==> src/rtl/video_pkg.sv <==
`default_nettype none
// +----------------------------------------------------------------------+
// | video_pkg : shared constants and FSM encoding for video_crop_framer   |
// | Revision  : 1.0                                                       |
// +----------------------------------------------------------------------+
package video_pkg;

  localparam int H_ACTIVE_DEF = 702;
  localparam int V_ACTIVE_DEF = 288;

  // Packed video_address layout: {row, 1'b0, col}
  localparam int ROW_MSB = 19;
  localparam int ROW_LSB = 11;
  localparam int COL_MSB = 9;

  typedef enum logic [1:0] {
    WAIT_VSYNC = 2'd0,
    VBLANK     = 2'd1,
    ACTIVE     = 2'd2,
    DONE       = 2'd3
  } state_t;

endpackage
`default_nettype wire

==> src/rtl/video_crop_framer_sync_edge_det.sv <==
`default_nettype none
// +----------------------------------------------------------------------+
// | sync_edge_det : rising-edge detector against one registered copy     |
// | Revision      : 1.0                                                   |
// +----------------------------------------------------------------------+
module sync_edge_det (
  input  logic clk,
  input  logic reset,
  input  logic sig,
  output logic rise
);

  logic sig_d;
  logic sig_q;

  always_comb begin
    sig_d = sig;
  end

  always_ff @(posedge clk or negedge reset) begin
    if (!reset) begin
      sig_q <= 1'b0;
    end else begin
      sig_q <= sig_d;
    end
  end

  assign rise = sig & ~sig_q;

endmodule
`default_nettype wire

==> src/rtl/video_crop_framer.sv <==
`default_nettype none
// +----------------------------------------------------------------------+
// | video_crop_framer : crops sync-delimited luma to a fixed window and   |
// | regenerates frame/line/data valids plus packed address. Optional      |
// | macro AUTO_THRESHOLD_EN enables per-frame (min+max)/2 threshold.      |
// | Revision          : 1.0                                               |
// +----------------------------------------------------------------------+
module video_crop_framer
  import video_pkg::*;
#(
  parameter logic [9:0] H_START        = 10'd16,
  parameter logic [9:0] H_ACTIVE       = 10'(H_ACTIVE_DEF),
  parameter logic [8:0] V_START        = 9'd20,
  parameter logic [8:0] V_ACTIVE       = 9'(V_ACTIVE_DEF),
  parameter logic [7:0] THRESH_DEFAULT = 8'd50
) (
  input  logic        clk,
  input  logic        reset,
  input  logic        in_vsync,
  input  logic        in_hsync,
  input  logic        in_de,
  input  logic [7:0]  in_data,
  output logic        video_frame_valid,
  output logic        video_line_valid,
  output logic        video_data_valid,
  output logic [7:0]  video_data,
  output logic [19:0] video_address,
  output logic [7:0]  bin_threshold,
  output logic [7:0]  frame_count,
  output logic        short_line_err,
  output logic        short_frame_err
);

  logic vs_rise;
  logic hs_rise;

  sync_edge_det u_vs_edge (.clk(clk), .reset(reset), .sig(in_vsync), .rise(vs_rise));
  sync_edge_det u_hs_edge (.clk(clk), .reset(reset), .sig(in_hsync), .rise(hs_rise));

  state_t      state_q, state_d;
  logic [8:0]  in_line_q, in_line_d;
  logic [9:0]  in_pix_q, in_pix_d;
  logic [8:0]  out_row_q, out_row_d;
  logic [9:0]  out_col_q, out_col_d;
  logic        line_open_q, line_open_d;
  logic        frame_valid_q, frame_valid_d;
  logic [7:0]  frame_count_q, frame_count_d;
  logic        short_line_err_q, short_line_err_d;
  logic        short_frame_err_q, short_frame_err_d;
  logic        line_valid_q, line_valid_d;
  logic        data_valid_q, data_valid_d;
  logic [7:0]  data_q, data_d;
  logic [19:0] addr_q, addr_d;

  logic [9:0]  pix_idx;
  logic        keep;
  logic        row_close;
  logic        act_entry;
  logic        frame_done;

  always_comb begin
    state_d           = state_q;
    in_line_d         = in_line_q;
    out_row_d         = out_row_q;
    out_col_d         = out_col_q;
    line_open_d       = line_open_q;
    frame_valid_d     = frame_valid_q;
    short_line_err_d  = short_line_err_q;
    short_frame_err_d = short_frame_err_q;
    keep              = 1'b0;
    row_close         = 1'b0;
    act_entry         = 1'b0;
    frame_done        = 1'b0;

    // A pixel coinciding with hsync belongs to the new line as index 0
    pix_idx = hs_rise ? 10'd0 : in_pix_q;
    if (hs_rise) begin
      in_pix_d = {9'd0, in_de};
    end else if (in_de && (in_pix_q != 10'h3FF)) begin
      in_pix_d = in_pix_q + 10'd1;
    end else begin
      in_pix_d = in_pix_q;
    end

    case (state_q)
      WAIT_VSYNC: begin
        if (vs_rise) begin
          state_d   = VBLANK;
          in_line_d = 9'd0;
        end
      end
      VBLANK: begin
        if (vs_rise) begin
          in_line_d = 9'd0;
        end else if (hs_rise) begin
          if (in_line_q == V_START) begin
            act_entry   = 1'b1;
            state_d     = ACTIVE;
            in_line_d   = 9'd0;
            out_row_d   = 9'd0;
            out_col_d   = 10'd0;
            line_open_d = 1'b0;
          end else begin
            in_line_d = in_line_q + 9'd1;
          end
        end
      end
      ACTIVE: begin
        if (vs_rise) begin
          // vsync wins over everything, including a line in progress
          state_d           = VBLANK;
          in_line_d         = 9'd0;
          line_open_d       = 1'b0;
          out_col_d         = 10'd0;
          frame_valid_d     = 1'b0;
          short_frame_err_d = 1'b1;
        end else begin
          if (hs_rise && line_open_q) begin
            short_line_err_d = 1'b1;
            row_close        = 1'b1;
            line_open_d      = 1'b0;
            out_col_d        = 10'd0;
          end else if (in_de && (line_open_q || (pix_idx == H_START))) begin
            keep = 1'b1;
            if ((out_row_q == 9'd0) && (out_col_q == 10'd0)) begin
              frame_valid_d = 1'b1;
            end
            if (out_col_q == H_ACTIVE - 10'd1) begin
              row_close   = 1'b1;
              line_open_d = 1'b0;
              out_col_d   = 10'd0;
            end else begin
              line_open_d = 1'b1;
              out_col_d   = out_col_q + 10'd1;
            end
          end
          if (row_close) begin
            out_row_d = out_row_q + 9'd1;
            if (out_row_q == V_ACTIVE - 9'd1) begin
              state_d    = DONE;
              frame_done = 1'b1;
            end
          end
        end
      end
      DONE: begin
        frame_valid_d = 1'b0;
        if (vs_rise) begin
          state_d   = VBLANK;
          in_line_d = 9'd0;
        end
      end
      default: state_d = WAIT_VSYNC;
    endcase

    if (act_entry) begin
      short_line_err_d  = 1'b0;
      short_frame_err_d = 1'b0;
    end
    frame_count_d = frame_count_q + {7'd0, frame_done};

    data_valid_d = keep;
    line_valid_d = keep | line_open_d;
    data_d       = data_q;
    addr_d       = addr_q;
    if (keep) begin
      data_d                  = in_data;
      addr_d                  = '0;
      addr_d[ROW_MSB:ROW_LSB] = out_row_q;
      addr_d[COL_MSB:0]       = out_col_q;
    end
  end

  always_ff @(posedge clk or negedge reset) begin
    if (!reset) begin
      state_q           <= WAIT_VSYNC;
      in_line_q         <= 9'd0;
      in_pix_q          <= 10'd0;
      out_row_q         <= 9'd0;
      out_col_q         <= 10'd0;
      line_open_q       <= 1'b0;
      frame_valid_q     <= 1'b0;
      frame_count_q     <= 8'd0;
      short_line_err_q  <= 1'b0;
      short_frame_err_q <= 1'b0;
      line_valid_q      <= 1'b0;
      data_valid_q      <= 1'b0;
      data_q            <= 8'd0;
      addr_q            <= 20'd0;
    end else begin
      state_q           <= state_d;
      in_line_q         <= in_line_d;
      in_pix_q          <= in_pix_d;
      out_row_q         <= out_row_d;
      out_col_q         <= out_col_d;
      line_open_q       <= line_open_d;
      frame_valid_q     <= frame_valid_d;
      frame_count_q     <= frame_count_d;
      short_line_err_q  <= short_line_err_d;
      short_frame_err_q <= short_frame_err_d;
      line_valid_q      <= line_valid_d;
      data_valid_q      <= data_valid_d;
      data_q            <= data_d;
      addr_q            <= addr_d;
    end
  end

`ifdef AUTO_THRESHOLD_EN
  logic [7:0] min_q, min_d;
  logic [7:0] max_q, max_d;
  logic [7:0] thr_q, thr_d;
  logic [8:0] span_sum;

  always_comb begin
    min_d = min_q;
    max_d = max_q;
    thr_d = thr_q;
    if (keep) begin
      if (in_data < min_q) min_d = in_data;
      if (in_data > max_q) max_d = in_data;
    end
    // Includes the closing pixel of the frame, hence computed from the _d values
    span_sum = {1'b0, min_d} + {1'b0, max_d};
    if (frame_done) thr_d = span_sum[8:1];
    if (act_entry) begin
      min_d = 8'hFF;
      max_d = 8'h00;
    end
  end

  always_ff @(posedge clk or negedge reset) begin
    if (!reset) begin
      min_q <= 8'hFF;
      max_q <= 8'h00;
      thr_q <= THRESH_DEFAULT;
    end else begin
      min_q <= min_d;
      max_q <= max_d;
      thr_q <= thr_d;
    end
  end

  assign bin_threshold = thr_q;
`else
  assign bin_threshold = THRESH_DEFAULT;
`endif

  assign video_frame_valid = frame_valid_q;
  assign video_line_valid  = line_valid_q;
  assign video_data_valid  = data_valid_q;
  assign video_data        = data_q;
  assign video_address     = addr_q;
  assign frame_count       = frame_count_q;
  assign short_line_err    = short_line_err_q;
  assign short_frame_err   = short_frame_err_q;

endmodule
`default_nettype wire

==> config.mk <==
export PLATFORM = sky130hd
export DESIGN_NAME = video_crop_framer
export DESIGN_NICKNAME = d
export VERILOG_FILES = /design/src/rtl/video_pkg.sv /design/src/rtl/video_crop_framer_sync_edge_det.sv /design/src/rtl/video_crop_framer.sv
export SDC_FILE = /design/constraint.sdc
export NUM_CORES = 1
export LEC_CHECK = 0
export CELL_PAD_IN_SITES_DETAIL_PLACEMENT = 0
export CELL_PAD_IN_SITES_GLOBAL_PLACEMENT = 1
export CORE_MARGIN = 2
export CORE_UTILIZATION = 43
export CTS_CLUSTER_SIZE = 40
export DETAILED_ROUTE_END_ITERATION = 10
export GPL_ROUTABILITY_DRIVEN = 0
export PLACE_DENSITY_LB_ADDON = 0.1
export SLEW_MARGIN = 15
export SYNTH_ARGS = -nofsm -noshare
export SYNTH_HDL_FRONTEND = slang
export SYNTH_SLANG_ARGS = --single-unit
==> constraint.sdc <==
create_clock -name clk -period 2.75 [get_ports clk]
set_input_delay 0.4125 -clock clk [delete_from_list [all_inputs] [get_ports clk]]
set_output_delay 0.4125 -clock clk [all_outputs]
set_load 0.01 [all_outputs]
==> results of run 1 <==
[critical path, stage by stage, from the launching register on]
cell,delay [ns]
dfrtp_1,0.46
nor4b_1,0.42
nand4_1,0.19
a21oi_1,0.21
nor2_1,0.08
nor3_1,0.22
ha_1,0.20
and3_1,0.22
nand3_1,0.11
xnor2_1,0.14
[routing by layer]
layer  wire length, microns  part of all wire  global-route usage
met1                   4330              0.49               0.243
met2                   4100              0.46               0.282
met3                    364             0.041              0.0283
met4                    129             0.014              0.0627
met5                      0                 0                   0
[kinds of logic (layout without fill, tap and decap cells)]
family	Yosys count	in the layout
other cells	2	9
fa+ha+maj	13	13
xor+xnor	17	17
simple gates	148	148
buf+inv	36	96
flops	83	83
mux	37	37
compound gates	62	62
[through the flow]
step                total power [mW]  cell area [sq um]  setup slack, ns  hold WS (ns)
global route                    3.16               5190            0.111        0.0362
detailed placement              2.05               4980           0.0889         0.401
global placement                2.04               4980            0.177         0.405
CTS                             3.01               5190            0.357        0.0182
floorplan                       1.85               4300            0.503         0.117
finish                          2.97               5190            0.396        0.0113
[how the worst max path moves through the flow]
stage / from / end / slack [ns] / cells after the start
6_report: in_pix_q[3]$_DFFE_PN0P_ / frame_count[7]$_DFF_PN0_ / 0.40 / 9
2_1_floorplan: in_pix_q[2]$_DFFE_PN0P_ / frame_count[5]$_DFF_PN0_ / 0.50 / 9
3_3_place_gp: in_de / frame_count[5]$_DFF_PN0_ / 0.18 / 10
5_1_grt: in_pix_q[3]$_DFFE_PN0P_ / frame_count[7]$_DFF_PN0_ / 0.11 / 9
3_5_place_dp: in_hsync / frame_count[7]$_DFF_PN0_ / 0.09 / 10
4_1_cts: in_pix_q[3]$_DFFE_PN0P_ / frame_count[7]$_DFF_PN0_ / 0.36 / 9
[power by group through the flow]
| stage | registers [mW] | logic [mW] | clock network, mW |
|---|---|---|---|
| floorplan | 1.37 | 0.480 | 0 |
| global placement | 1.38 | 0.664 | 0 |
| detailed placement | 1.38 | 0.670 | 0 |
| CTS | 1.35 | 0.676 | 0.984 |
| global route | 1.37 | 0.769 | 1.03 |
| finish | 1.35 | 0.670 | 0.947 |
[layout make-up]
class	count	share of cell area
flip-flops and latches	83	0.400
multi-input cells	286	0.394
repair buffers	63	0.121
well taps	133	0.0321
clock buffers	11	0.0253
clock inverters	5	0.0150
inverters	17	0.0123
[Yosys cell counts (2+ instances only)]
| library cell | instances |
|---|---|
| a211o_1 | 2 |
| a21oi_1 | 14 |
| and2_1 | 4 |
| and3_1 | 5 |
| and4_1 | 6 |
| buf_2 | 5 |
| buf_4 | 9 |
| clkbuf_1 | 3 |
| conb_1 | 2 |
| dfrtp_1 | 83 |
| ha_1 | 13 |
| inv_1 | 17 |
| mux2_2 | 27 |
| mux2i_1 | 10 |
| nand2_1 | 26 |
| nand2b_1 | 9 |
| nand3_1 | 23 |
| nand4_1 | 13 |
| nor2_1 | 27 |
| nor2b_1 | 2 |
| nor3_1 | 8 |
| nor3b_1 | 3 |
| nor4_1 | 5 |
| nor4b_1 | 2 |
| o211ai_1 | 4 |
| o21ai_0 | 13 |
| o21ai_1 | 2 |
| o22ai_1 | 5 |
| o31ai_1 | 6 |
| o41ai_1 | 2 |
| or3_1 | 2 |
| xnor2_1 | 10 |
| xor2_1 | 7 |
[registers in the layout (all words and copies together) (netlist names)]
signal and count:
video_address 19, u_hs_edge.sig_q 1, line_open_q 1, in_line_q 9, video_data_valid 1, in_pix_q 10
frame_count 8, video_frame_valid 1, video_line_valid 1, out_col_q 10, short_line_err 1, short_frame_err 1
state_q 2, out_row_q 9, u_vs_edge.sig_q 1, video_data 8
==> flow_metrics.py, run 1 <==
metrics = {
    "clock_network": {
        "cts_made_buffers": 9,
        "cts_max_level": 3,
        "clock-sinks": 83,
        "cts_resized": 0,
        "clockBufferDepth": 2,
        "cts_tree": "yes",
        "clk_pin_slew_ns": 0.09,
        "holdBufCountCts": 0,
        "cts_root_buf": "clkbuf_8",
        "insertion_delay_ns": 0.35,
        "post_cts_buffers": 0,
    },
    "die": {
        "core_sq_mm": 0.00973,
        "start_util": 0.440,
        "dieArea_sq_mm": 0.0108,
        "num_io_pins": 62,
        "die_x_microns": 104,
        "std_cell_rows": 36,
        "die_y_microns": 104,
    },
    "route": {
        "detail-route-antenna-nets": 0,
        "drt_pass1_iterations": 4,
        "routedWlPerCell_microns": 14.9,
        "drt_iter0_drc": 169,
        "viasPerCell": 5.33,
        "vias": 3185,
        "drc": 0,
        "routed_wl_microns": 8930,
    },
    "critical_path": {
        "r2r_slack_ns": 0.40,
        "crit_path_end_kind": "flop",
        "worstSetupPathType": "reg2reg",
        "r2r_cells": 9,
        "critPathRequiredTime_ns": 2.99,
        "crit_fanout": 8,
        "crit_path_start_kind": "flop",
        "r2r-end": "frame_count[7]$_DFF_PN0_",
        "r2r-start": "in_pix_q[3]$_DFFE_PN0P_",
        "worstPathArrival_ns": 2.59,
    },
    "min_path": {
        "hp-class": "in2async",
    },
    "yosys": {
        "synthesis.instances": 398,
        "ys_seq_area_frac": 0.486,
        "synth_ff_type": "dfrtp_1",
        "synth_compound_area_frac": 0.104,
        "yosys.area_share.adder": 0.0380,
        "synth_top_cell_area_share": 0.486,
        "synth-seq-cells": 83,
        "synthTopCellsByArea": "dfrtp_1, mux2_2, ha_1",
        "synthXorXnorAreaFrac": 0.0348,
        "yosysWarningCount": 0,
        "ys_types": 62,
        "async_flop_share": 1.00,
        "synth_top_family_by_area": "simple AND/OR/NAND/NOR gates",
        "synthesis.area_sq_mm": 0.00428,
        "synth-edff-count": 0,
        "synth_mux_area_frac": 0.0945,
        "synth_area_per_cell_sq_um": 10.7,
        "synth_top_area_cell": "dfrtp_1",
        "synth-simple-area-share": 0.196,
    },
    "grt": {
        "antenna_found_initial": 0,
        "grt_pass1_vias": 3175,
        "grt_first_pass_wirelength_microns": 15600,
        "overflow": 0,
        "grt_max_degree": 49,
        "grt_usage": 0.176,
    },
    "sta": {
        "fmax_mhz": 425,
        "tightest_slew_ns": 0.757,
        "finalCriticalPeriod_ns": 2.35,
        "worst_clock_skew_ns": 0.0103,
        "slew_violations": 0,
        "setup_viol": 0,
        "rsz0062_at_grt": "no",
        "finalSetupTns_ns": 0,
        "period_share": 0.856,
        "relSlewSlack": 0.491,
        "final-hold-violation-count": 0,
    },
    "final_layout": {
        "regArea_sq_mm": 0.00208,
        "multi_input_area_sq_mm": 0.00204,
        "final_common_cell": "dfrtp_1",
        "final_core_util": 0.533,
        "layoutNonFillerInstCount": 598,
        "layout_common_cells": "dfrtp_1, clkdlybuf4s50_1, nor2_1, mux2_2, nand2_1",
        "drive_gt1_frac": 0.142,
        "fill_cells": 891,
        "diodes": 0,
        "syn_to_final_growth_pct": 21.3,
        "final_net_count": 486,
    },
    "power_and_ir_drop": {
        "p_int_mw": 2.07,
        "power_frac_clock": 0.319,
        "pwr-share-seq": 0.456,
        "p_sw_uw": 902,
        "p_comb_frac": 0.226,
        "ir_drop_mv": 0.326,
        "power_density_mw_per_mm2": 573,
        "leakagePower_nw": 2.26,
        "switching_share": 0.304,
    },
    "status": {
        "outcome": "finished clean",
    },
    "place": {
        "hpwlAfterDp_microns": 6220,
        "placed_cells": 582,
        "portBuffers": 52,
    },
    "run": {
        "cap_violations": 0,
    },
}
Power figures use the tool's default switching activity.
==> run 2: changes to the inputs <==
Settings changed: CAP_MARGIN set to 20, GPL_TIMING_DRIVEN set to 0.
==> run 2 against run 1 <==
Global-route usage is 0.12 points higher. Sequential share of layout area fell by 0.73 points. Setup slack got worse by 0.20 ns. First-iteration DRC count fell by 31%. Cell count increased by 1.5%. Fmax fell by 8.0%. Highest routed layer unchanged.
==> flow_metrics.py, run 2 (synthesis gave the netlist of run 1 again) <==
metrics = {
    "grt": {
        "grt_max_degree": 46,
        "grt_first_pass_wirelength_microns": 15600,
        "grt_usage": 0.177,
        "antenna_found_initial": 0,
        "overflow": 0,
        "grt_pass1_vias": 3106,
    },
    "die": {
        "start_util": 0.440,
        "dieArea_sq_mm": 0.0108,
        "num_io_pins": 62,
        "core_sq_mm": 0.00973,
        "die_x_microns": 104,
        "std_cell_rows": 36,
        "die_y_microns": 104,
    },
    "power_and_ir_drop": {
        "leakagePower_nw": 2.33,
        "ir_drop_mv": 0.316,
        "power_density_mw_per_mm2": 584,
        "power_mw": 3.09,
    },
    "clock_network": {
        "insertion_delay_ns": 0.36,
        "holdBufCountCts": 0,
        "clk_pin_slew_ns": 0.08,
        "cts_made_buffers": 9,
        "clock-sinks": 83,
        "cts_root_buf": "clkbuf_8",
        "cts_max_level": 3,
        "clockBufferDepth": 2,
        "cts_tree": "yes",
    },
    "sta": {
        "finalCriticalPeriod_ns": 2.56,
        "finalSetupTns_ns": 0,
        "rsz0062_at_grt": "no",
        "worst_clock_skew_ns": 0.0119,
        "final-hold-violation-count": 0,
        "relSlewSlack": 0.508,
        "slew_violations": 0,
        "setup_viol": 0,
        "tightest_slew_ns": 0.732,
        "setup_slack_ns": 0.192,
        "fmax_mhz": 391,
        "period_share": 0.930,
    },
    "route": {
        "drt_pass1_iterations": 4,
        "drt_iter0_drc": 117,
        "vias": 3214,
        "drc": 0,
        "routedWlPerCell_microns": 14.9,
        "viasPerCell": 5.29,
        "detail-route-antenna-nets": 0,
        "routed_wl_microns": 9020,
    },
    "final_layout": {
        "regArea_sq_mm": 0.00208,
        "final_common_cell": "dfrtp_1",
        "drive_gt1_frac": 0.160,
        "fill_cells": 897,
        "final_net_count": 495,
        "layout_common_cells": "dfrtp_1, clkdlybuf4s50_1, nor2_1, mux2_2, nand2_1",
        "multi_input_area_sq_mm": 0.00206,
        "syn_to_final_growth_pct": 23.5,
        "layoutNonFillerInstCount": 607,
        "diodes": 0,
        "largest_reg_flops": 19,
        "fin_area_sq_mm": 0.00528,
    },
    "place": {
        "placed_area_sq_mm": 0.00501,
        "portBuffers": 52,
        "dpl_worst_slack_ns": -0.542,
        "placed_cells": 591,
        "hpwlAfterDp_microns": 6440,
    },
    "critical_path": {
        "critPathRequiredTime_ns": 2.99,
        "worstPathArrival_ns": 2.80,
        "crit_path_end_kind": "flop",
        "crit_fanout": 7,
        "worstSetupPathType": "in2reg",
        "path_cells": "clkdlybuf4s50_1, nor3b_1, nand4_1, a21oi_4, nor2_1, nor3_2, ha_1, and3_1, nand3_1, xnor2_1",
        "cpPeakStageDelay_ns": 0.60,
        "crit_slowest_cell": "clkdlybuf4s50_1",
        "cp_num_buf_inv": 1,
        "crit_path_start_kind": "input port",
        "cp_top_family": "simple AND/OR/NAND/NOR gates",
    },
    "status": {
        "outcome": "finished clean",
    },
    "run": {
        "cap_violations": 0,
    },
    "min_path": {
        "hp-class": "in2async",
    },
}
-- run 2: cell count changes in the layout (fill, tap and decap cells not counted), sizes merged --
cell,change
bufinv,+1
buf,+6
clkbuf,+3
clkinvlp,-1
-- run 2: timing repair --
item	4_1_cts	5_1_grt
setup endpoints to repair	6	4
resized for setup	2	2
buffers inserted	1	0
pin swaps	1	0
-- run 2: report_power, final --
group	internal, mW	switching, mW	leakage [nW]	total, mW
registers	1.28	0.0831	1.14	1.37
logic	0.273	0.390	1.07	0.663
clock network	0.626	0.433	0.123	1.06
total	2.18	0.906	2.33	3.09
-- run 2: final timing paths --
check | end | startpoint | slack (ns) | depth (start not counted)
min in group clk | frame_count[7]$_DFF_PN0_ | frame_count[7]$_DFF_PN0_ | 0.48 | 1
min | in_pix_q[7]$_DFFE_PN0P_ | reset | 0.02 | 1
max | frame_count[5]$_DFF_PN0_ | in_de | 0.19 | 10
max in group asynchronous | out_row_q[2]$_DFFE_PN0P_ | reset | 2.12 | 2
min reg2reg | frame_count[7]$_DFF_PN0_ | frame_count[7]$_DFF_PN0_ | 0.48 | 1
max reg2reg | frame_count[5]$_DFF_PN0_ | in_pix_q[7]$_DFFE_PN0P_ | 0.25 | 9
-- run 2: metal layers --
metal / vias to the layer above / share of wire / GRT usage
met5: - / 0 / 0
met2: 62 / 0.45 / 0.269
met3: 9 / 0.037 / 0.0378
met1: 1578 / 0.50 / 0.255
met4: 0 / 0.012 / 0.0550
li1: 1565 / - / -
-- run 2: cell type report --
class                           instances  share of cell area
Tap cell                              133              0.0315
Clock inverter                          5              0.0189
Buffer                                 18              0.0237
Sequential cell                        83               0.393
Clock buffer                           11              0.0268
Multi-Input combinational cell        286               0.389
Timing Repair Buffer                   54               0.105
Inverter                               17              0.0121
-- run 2: per-stage QoR --
| stage | utilization | hold slack (ns) |
|---|---|---|
| 3_5_place_dp | 0.515 | 0.432 |
| 3_3_place_gp | 0.513 | 0.461 |
| 6_report | 0.543 | 0.0237 |
| 2_1_floorplan | - | 0.117 |
| 4_1_cts | 0.542 | 0.0371 |
| 5_1_grt | 0.543 | 0.0590 |
